**config.mk**
```make
export PLATFORM = sky130hd
export DESIGN_NAME = cache_ram_sched
export DESIGN_NICKNAME = d
export VERILOG_FILES = /design/src/rtl/cache_ram_sched.sv
export SDC_FILE = /design/constraint.sdc
export NUM_CORES = 1
export LEC_CHECK = 0
export ABC_CLOCK_PERIOD_IN_PS = 4300
export CAP_MARGIN = 20
export CORE_AREA = 4 4 168 170
export CTS_CLUSTER_SIZE = 24
export DETAILED_ROUTE_END_ITERATION = 8
export DIE_AREA = 0 0 172 174
export GPL_ROUTABILITY_DRIVEN = 0
export PLACE_DENSITY = 0.52
export SKIP_LAST_GASP = 1
export SLEW_MARGIN = 20
export SYNTH_ARGS = -nofsm -noshare
export SYNTH_HDL_FRONTEND = slang
export SYNTH_SLANG_ARGS = --single-unit
```
**constraint.sdc**
```tcl
create_clock -name clk -period 4.3 [get_ports clk]
set_input_delay 1.29 -clock clk [delete_from_list [all_inputs] [get_ports clk]]
set_output_delay 1.29 -clock clk [all_outputs]
set_load 0.005 [all_outputs]
```
**src/rtl/cache_ram_sched.sv**
```systemverilog
// cache_ram_sched -- shares one external RAM port between two cache requesters.
//
// Requester 0 is the instruction cache and requester 1 is the data cache. Each
// transaction moves one 64-byte block as BEATS beats of DATA_W bits. A
// transaction is either a refill (read) or a dirty-block writeback (write).
// Arbitration is round-robin. The owner keeps the port until its whole burst
// completes.
//
// Optional build macro:
//   WB_PRIORITY_EN  When defined, a writeback beats a refill in a tie, so a
//                   dirty victim is always freed before a refill starts.
//                   Ties between two refills or two writebacks still use
//                   round-robin.
//
// Ports:
//   clk, rst_n              clock (rising edge); asynchronous active-low reset
//   rN_req/we/addr/wdata    requester N: request, write flag, block address,
//                           current write beat
//   rN_gnt                  high for the whole burst owned by requester N
//   rN_rvalid               one-cycle pulse; rdata holds a refill beat
//   rN_wack                 one-cycle pulse; current write beat accepted
//   rN_done                 one-cycle pulse after the last beat
//   rdata                   registered copy of ram_in, shared by both requesters
//   ram_req/we/address/wdata  beat request to the RAM
//   ram_ready, ram_in       RAM finishes the beat; read data for that beat
module cache_ram_sched #(
  parameter int ADDR_W = 32,
  parameter int DATA_W = 64,
  parameter int BEATS  = 8
) (
  input  logic              clk,
  input  logic              rst_n,
  input  logic              r0_req,
  input  logic              r1_req,
  input  logic              r0_we,
  input  logic              r1_we,
  input  logic [ADDR_W-1:0] r0_addr,
  input  logic [ADDR_W-1:0] r1_addr,
  input  logic [DATA_W-1:0] r0_wdata,
  input  logic [DATA_W-1:0] r1_wdata,
  output logic              r0_gnt,
  output logic              r1_gnt,
  output logic              r0_rvalid,
  output logic              r1_rvalid,
  output logic              r0_wack,
  output logic              r1_wack,
  output logic              r0_done,
  output logic              r1_done,
  output logic [DATA_W-1:0] rdata,
  output logic              ram_req,
  output logic              ram_we,
  output logic [ADDR_W-1:0] ram_address,
  output logic [DATA_W-1:0] ram_wdata,
  input  logic              ram_ready,
  input  logic [DATA_W-1:0] ram_in
);

  localparam int BYTE_W = $clog2(DATA_W / 8);
  localparam int BEAT_W = $clog2(BEATS);
  localparam int OFF_W  = BEAT_W + BYTE_W;
  localparam logic [BEAT_W-1:0] LAST_BEAT = BEAT_W'(BEATS - 1);

  typedef enum logic [1:0] {IDLE, BURST, DONE} state_t;

  state_t                   state, state_n;
  logic                     owner;     // 0 = requester 0, 1 = requester 1
  logic                     we_q;
  logic                     rr_last;   // requester that owned the last burst
  logic                     rvalid_q;
  logic                     wack_q;
  logic [ADDR_W-OFF_W-1:0]  blk_q;
  logic [BEAT_W-1:0]        beat;
  logic                     any_req;
  logic                     winner;
  logic                     in_burst;
  logic                     beat_done;

  // The offset bits of the block addresses carry no information.
  logic unused_addr;
  assign unused_addr = ^{r0_addr[OFF_W-1:0], r1_addr[OFF_W-1:0]};

  assign any_req   = r0_req | r1_req;
  assign in_burst  = (state == BURST);
  // ram_ready counts only while a beat is actually requested.
  assign beat_done = in_burst & ram_ready;

  // Winner selection. A lone requester wins outright. In a tie, the requester
  // that did not own the previous burst wins.
  always_comb begin
    // NOTE: always_comb outputs get a default before any branch. Without it,
    // a path that skips the assignment would infer a latch.
    winner = r1_req;
    if (r0_req && r1_req) begin
`ifdef WB_PRIORITY_EN
      if (r0_we != r1_we) winner = r1_we;
      else                winner = ~rr_last;
`else
      winner = ~rr_last;
`endif
    end
  end

  always_comb begin
    state_n = state;
    case (state)
      IDLE:    if (any_req) state_n = BURST;
      BURST:   if (beat_done && beat == LAST_BEAT) state_n = DONE;
      DONE:    state_n = IDLE;
      default: state_n = IDLE;
    endcase
  end

  always_ff @(posedge clk or negedge rst_n) begin
    if (!rst_n) begin
      state    <= IDLE;
      owner    <= 1'b0;
      we_q     <= 1'b0;
      rr_last  <= 1'b1;
      rvalid_q <= 1'b0;
      wack_q   <= 1'b0;
      blk_q    <= '0;
      beat     <= '0;
      rdata    <= '0;
    end else begin
      // NOTE: sequential state uses non-blocking assignments. Every register
      // then sees pre-edge values, whatever order the statements are in.
      state    <= state_n;
      rvalid_q <= beat_done & ~we_q;
      wack_q   <= beat_done & we_q;
      if (state == IDLE && any_req) begin
        owner <= winner;
        we_q  <= winner ? r1_we : r0_we;
        blk_q <= winner ? r1_addr[ADDR_W-1:OFF_W] : r0_addr[ADDR_W-1:OFF_W];
        beat  <= '0;
      end
      if (beat_done) begin
        beat <= beat + 1'b1;
        if (!we_q) rdata <= ram_in;
      end
      if (state == DONE) rr_last <= owner;
    end
  end

  // All requester-facing outputs come straight from state. The owner is
  // fixed from grant until the cycle after DONE, so the pulses that trail
  // the last beat still steer to the right requester.
  assign r0_gnt    = in_burst & ~owner;
  assign r1_gnt    = in_burst & owner;
  assign r0_rvalid = rvalid_q & ~owner;
  assign r1_rvalid = rvalid_q & owner;
  assign r0_wack   = wack_q & ~owner;
  assign r1_wack   = wack_q & owner;
  assign r0_done   = (state == DONE) & ~owner;
  assign r1_done   = (state == DONE) & owner;

  assign ram_req     = in_burst;
  assign ram_we      = in_burst & we_q;
  assign ram_address = in_burst ? {blk_q, beat, {BYTE_W{1'b0}}} : '0;
  assign ram_wdata   = ram_we ? (owner ? r1_wdata : r0_wdata) : '0;

endmodule

```
==> reports/metrics.cfg <==
[floorplanning]
die_width_microns = 172
dieArea_sq_um = 29930
ios = 433
die_height_microns = 174
coreArea_sq_um = 26730
initial_core_util = 0.2155
std_cell_rows = 60

[route]
drt-initial-drc-count = 160
ant_nets = 0
vias = 4961
viasPerCell = 4.141
drc = 0
dr.pass1.iters = 4
wl_mm = 24.74
routedWlPerCell_microns = 20.65

[min_path]
hold_class = register to register
hp-start = blk_q[4]
min_path_cells = 1
min_to = blk_q[4]

[sta]
fin_crit_sh = 0.9397
fin_crit_ns = 4.041
fmax_mhz = 247.5
max_slew_margin = 0.5555
setup_violations = 0
tns_ns = 0
worst_slew_pin_slew_ns = 0.6668
finalClockSkew_ns = 0.01057
final-max-slew-violation-count = 0
rsz0062_at_grt = false
hold_violations = 0

[worst_setup_path]
timing.rr.end = blk_q[18]
reg2reg_from = rr_last
crit_fanout = 1
required_ns = 3.01
cp.arrival_ns = 2.75
startpoint_type = primary input
cp-end-kind = output pin
reg2reg_slack_ns = 2.18
ff2ff_path_depth = 4
critical_path_class = primary input to output pin

[pwr]
clkPwrFrac = 0.124
combPwrFrac = 0.610
powerDensity_nw_per_um2 = 624.7
p_seq_frac = 0.266
ir_drop_v = 0.0002873
power_switching_w = 0.002137
p_sw_frac = 0.3258
leakage_nw = 4.448
p_int_w = 0.004421

[final_layout]
area_growth_pct = 82.23
fill_cells = 2665
design_area_sq_um = 10500
finalNonFillerCells = 1198
antenna_cells = 0
final_layout_size_suffix_gt1_frac = 0.1832
nNetsFinal = 1117

[clock_tree]
clk_pin_slew_ns = 0.07
cts_max_path_buffers = 2
cts_setup_buffers = 0
numCtsBuffers = 9
hold_buffers = 0
cts_resized = 0
cts.sinks = 100
clk_latency_ns = 0.35
cts_tree = done
htreeDepth = 3
clockRootBuffer = clkbuf_16

[synth]
yosysSeqAreaShare = 0.4346
netlist_area_sq_um = 5761
yosys_warnings = 0
synth.avg_cell_area_sq_um = 12.97
ys_ff_latch = 100
syn_inst = 444
synth.distinct_cells = 30

[grt]
grt_pass1_vias = 5328
grt_pass1_wl_mm = 34.87
overflow = 0
grt_max_degree = 57
antenna_found_initial = 3
gr-usage-all-layers = 0.1561

[place]
placed_cell_area_sq_um = 10200
portBuffers = 417
dp_hpwl_mm = 19.93
dpl.cell_count = 1182

[run_status]
status = complete, no violations

[job]
drv_cap = 0

## cell usage in the layout, fill, tap and decap left out, drive strengths merged, types with 2 or more instances in the layout
cell           instances
buf                   13
clkdlybuf4s50        416
clkbuf                10
mux2i                 64
ha                     2
nor2b                  3
and2                  33
mux2                 118
conb                   3
nor2                  68
nand2                  4
clkinv                 3
and3                   4
a31o                   2
dfrtp                 99
inv                    5
## through the flow
| stage | utilization | total power, W | hold WS, ns | setup WS (ns) |
|---|---|---|---|---|
| global route | 0.3928 | 0.007000 | 0.5099 | 0.1390 |
| detailed placement | 0.3818 | 0.005840 | 0.4868 | 0.2228 |
| floorplan | - | 0.003567 | 0.4689 | 1.549 |
| global placement | 0.3818 | 0.005835 | 0.4837 | 0.1926 |
| CTS | 0.3928 | 0.006720 | 0.5046 | 0.2051 |
| finish | 0.3928 | 0.006558 | 0.4977 | 0.2593 |
## registers in the layout, summed over array words and instances (netlist names)
register	count
beat	3
blk_q	26
owner	1
rdata	64
rr_last	1
rvalid_q	1
state	2
wack_q	1
we_q	1
## power groups by stage
stage,registers (W),logic (W),clock network [W]
final,0.00174,0.00400,0.000813
after global routing,0.00182,0.00428,0.000893
after CTS,0.00176,0.00411,0.000859
after detailed placement,0.00175,0.00409,0
after global placement,0.00175,0.00409,0
after floorplan,0.00168,0.00189,0
## critical path, cell delays in order
cell,delay (ns)
clkdlybuf4s50_1,0.46
mux2i_1,0.08
nor2_1,0.32
clkdlybuf4s50_1,0.60
## metal layers
metal  track usage  share of wire
met4       0.03472          0.016
met3       0.07778           0.12
met5             0         0.0011
met2        0.2663           0.48
met1        0.1748           0.38
## layout make-up
cell class | count | area, sq um | share of cell area
timing repair buffer | 429 | 4287 | 0.4083
multi-input combinational | 310 | 2975 | 0.2834
sequential | 100 | 2507 | 0.2389
tap | 341 | 426.7 | 0.04064
clock buffer | 10 | 239.0 | 0.02277
clock inverter | 6 | 55.05 | 0.005244
inverter | 2 | 7.507 | 0.0007151
## cell usage after synthesis
cell      number  area (sq um)
a21bo_1        1         10.01
a21o_1         1         7.510
a31o_2         2         17.52
and2_1        33         206.5
and3_1         4         25.02
buf_1          8         30.03
buf_12         7         140.1
buf_2          7         35.03
buf_4          3         22.52
buf_6          4         45.04
clkbuf_1       5         18.77
conb_1         1         3.750
dfrtp_1       99          2477
dfstp_2        1         26.28
ha_1           2         25.02
inv_1          2         7.510
mux2_2        31         349.1
mux2_4        87          1306
mux2i_1       64         640.6
nand2_1        4         15.01
nand2b_1       1         6.260
nand3b_4       1         20.02
nor2_1        67         251.5
nor2_2         1         6.260
nor2b_1        3         18.77
nor3_4         1         16.27
o21bai_1       1         7.510
o311a_1        1         10.01
o32ai_1        1         8.760
or3_1          1         6.260
## how the worst max path moves through the flow
stage | endpoint | slack [ns] | start | cells after the start
6_report | ram_wdata[29] | 0.26 | r0_wdata[29] | 4
5_1_grt | ram_wdata[29] | 0.14 | r0_wdata[29] | 4
4_1_cts | ram_wdata[29] | 0.21 | r1_wdata[29] | 4
3_5_place_dp | ram_wdata[29] | 0.22 | r1_wdata[29] | 4
3_3_place_gp | ram_wdata[29] | 0.19 | r1_wdata[29] | 4
2_1_floorplan | ram_wdata[16] | 1.55 | r1_wdata[16] | 2
## cell families after synthesis
kind of cell | after synthesis | share of synthesized area
and+or+nand+nor | 116 | 0.09926
DFF | 100 | 0.4346
buffers and inverters | 36 | 0.05191
AOI/OAI and AO/OA | 7 | 0.01064
other | 1 | 0.0006510
adders and majority gates | 2 | 0.004343
muxes | 182 | 0.3986
(Power assumes the default switching activity.)
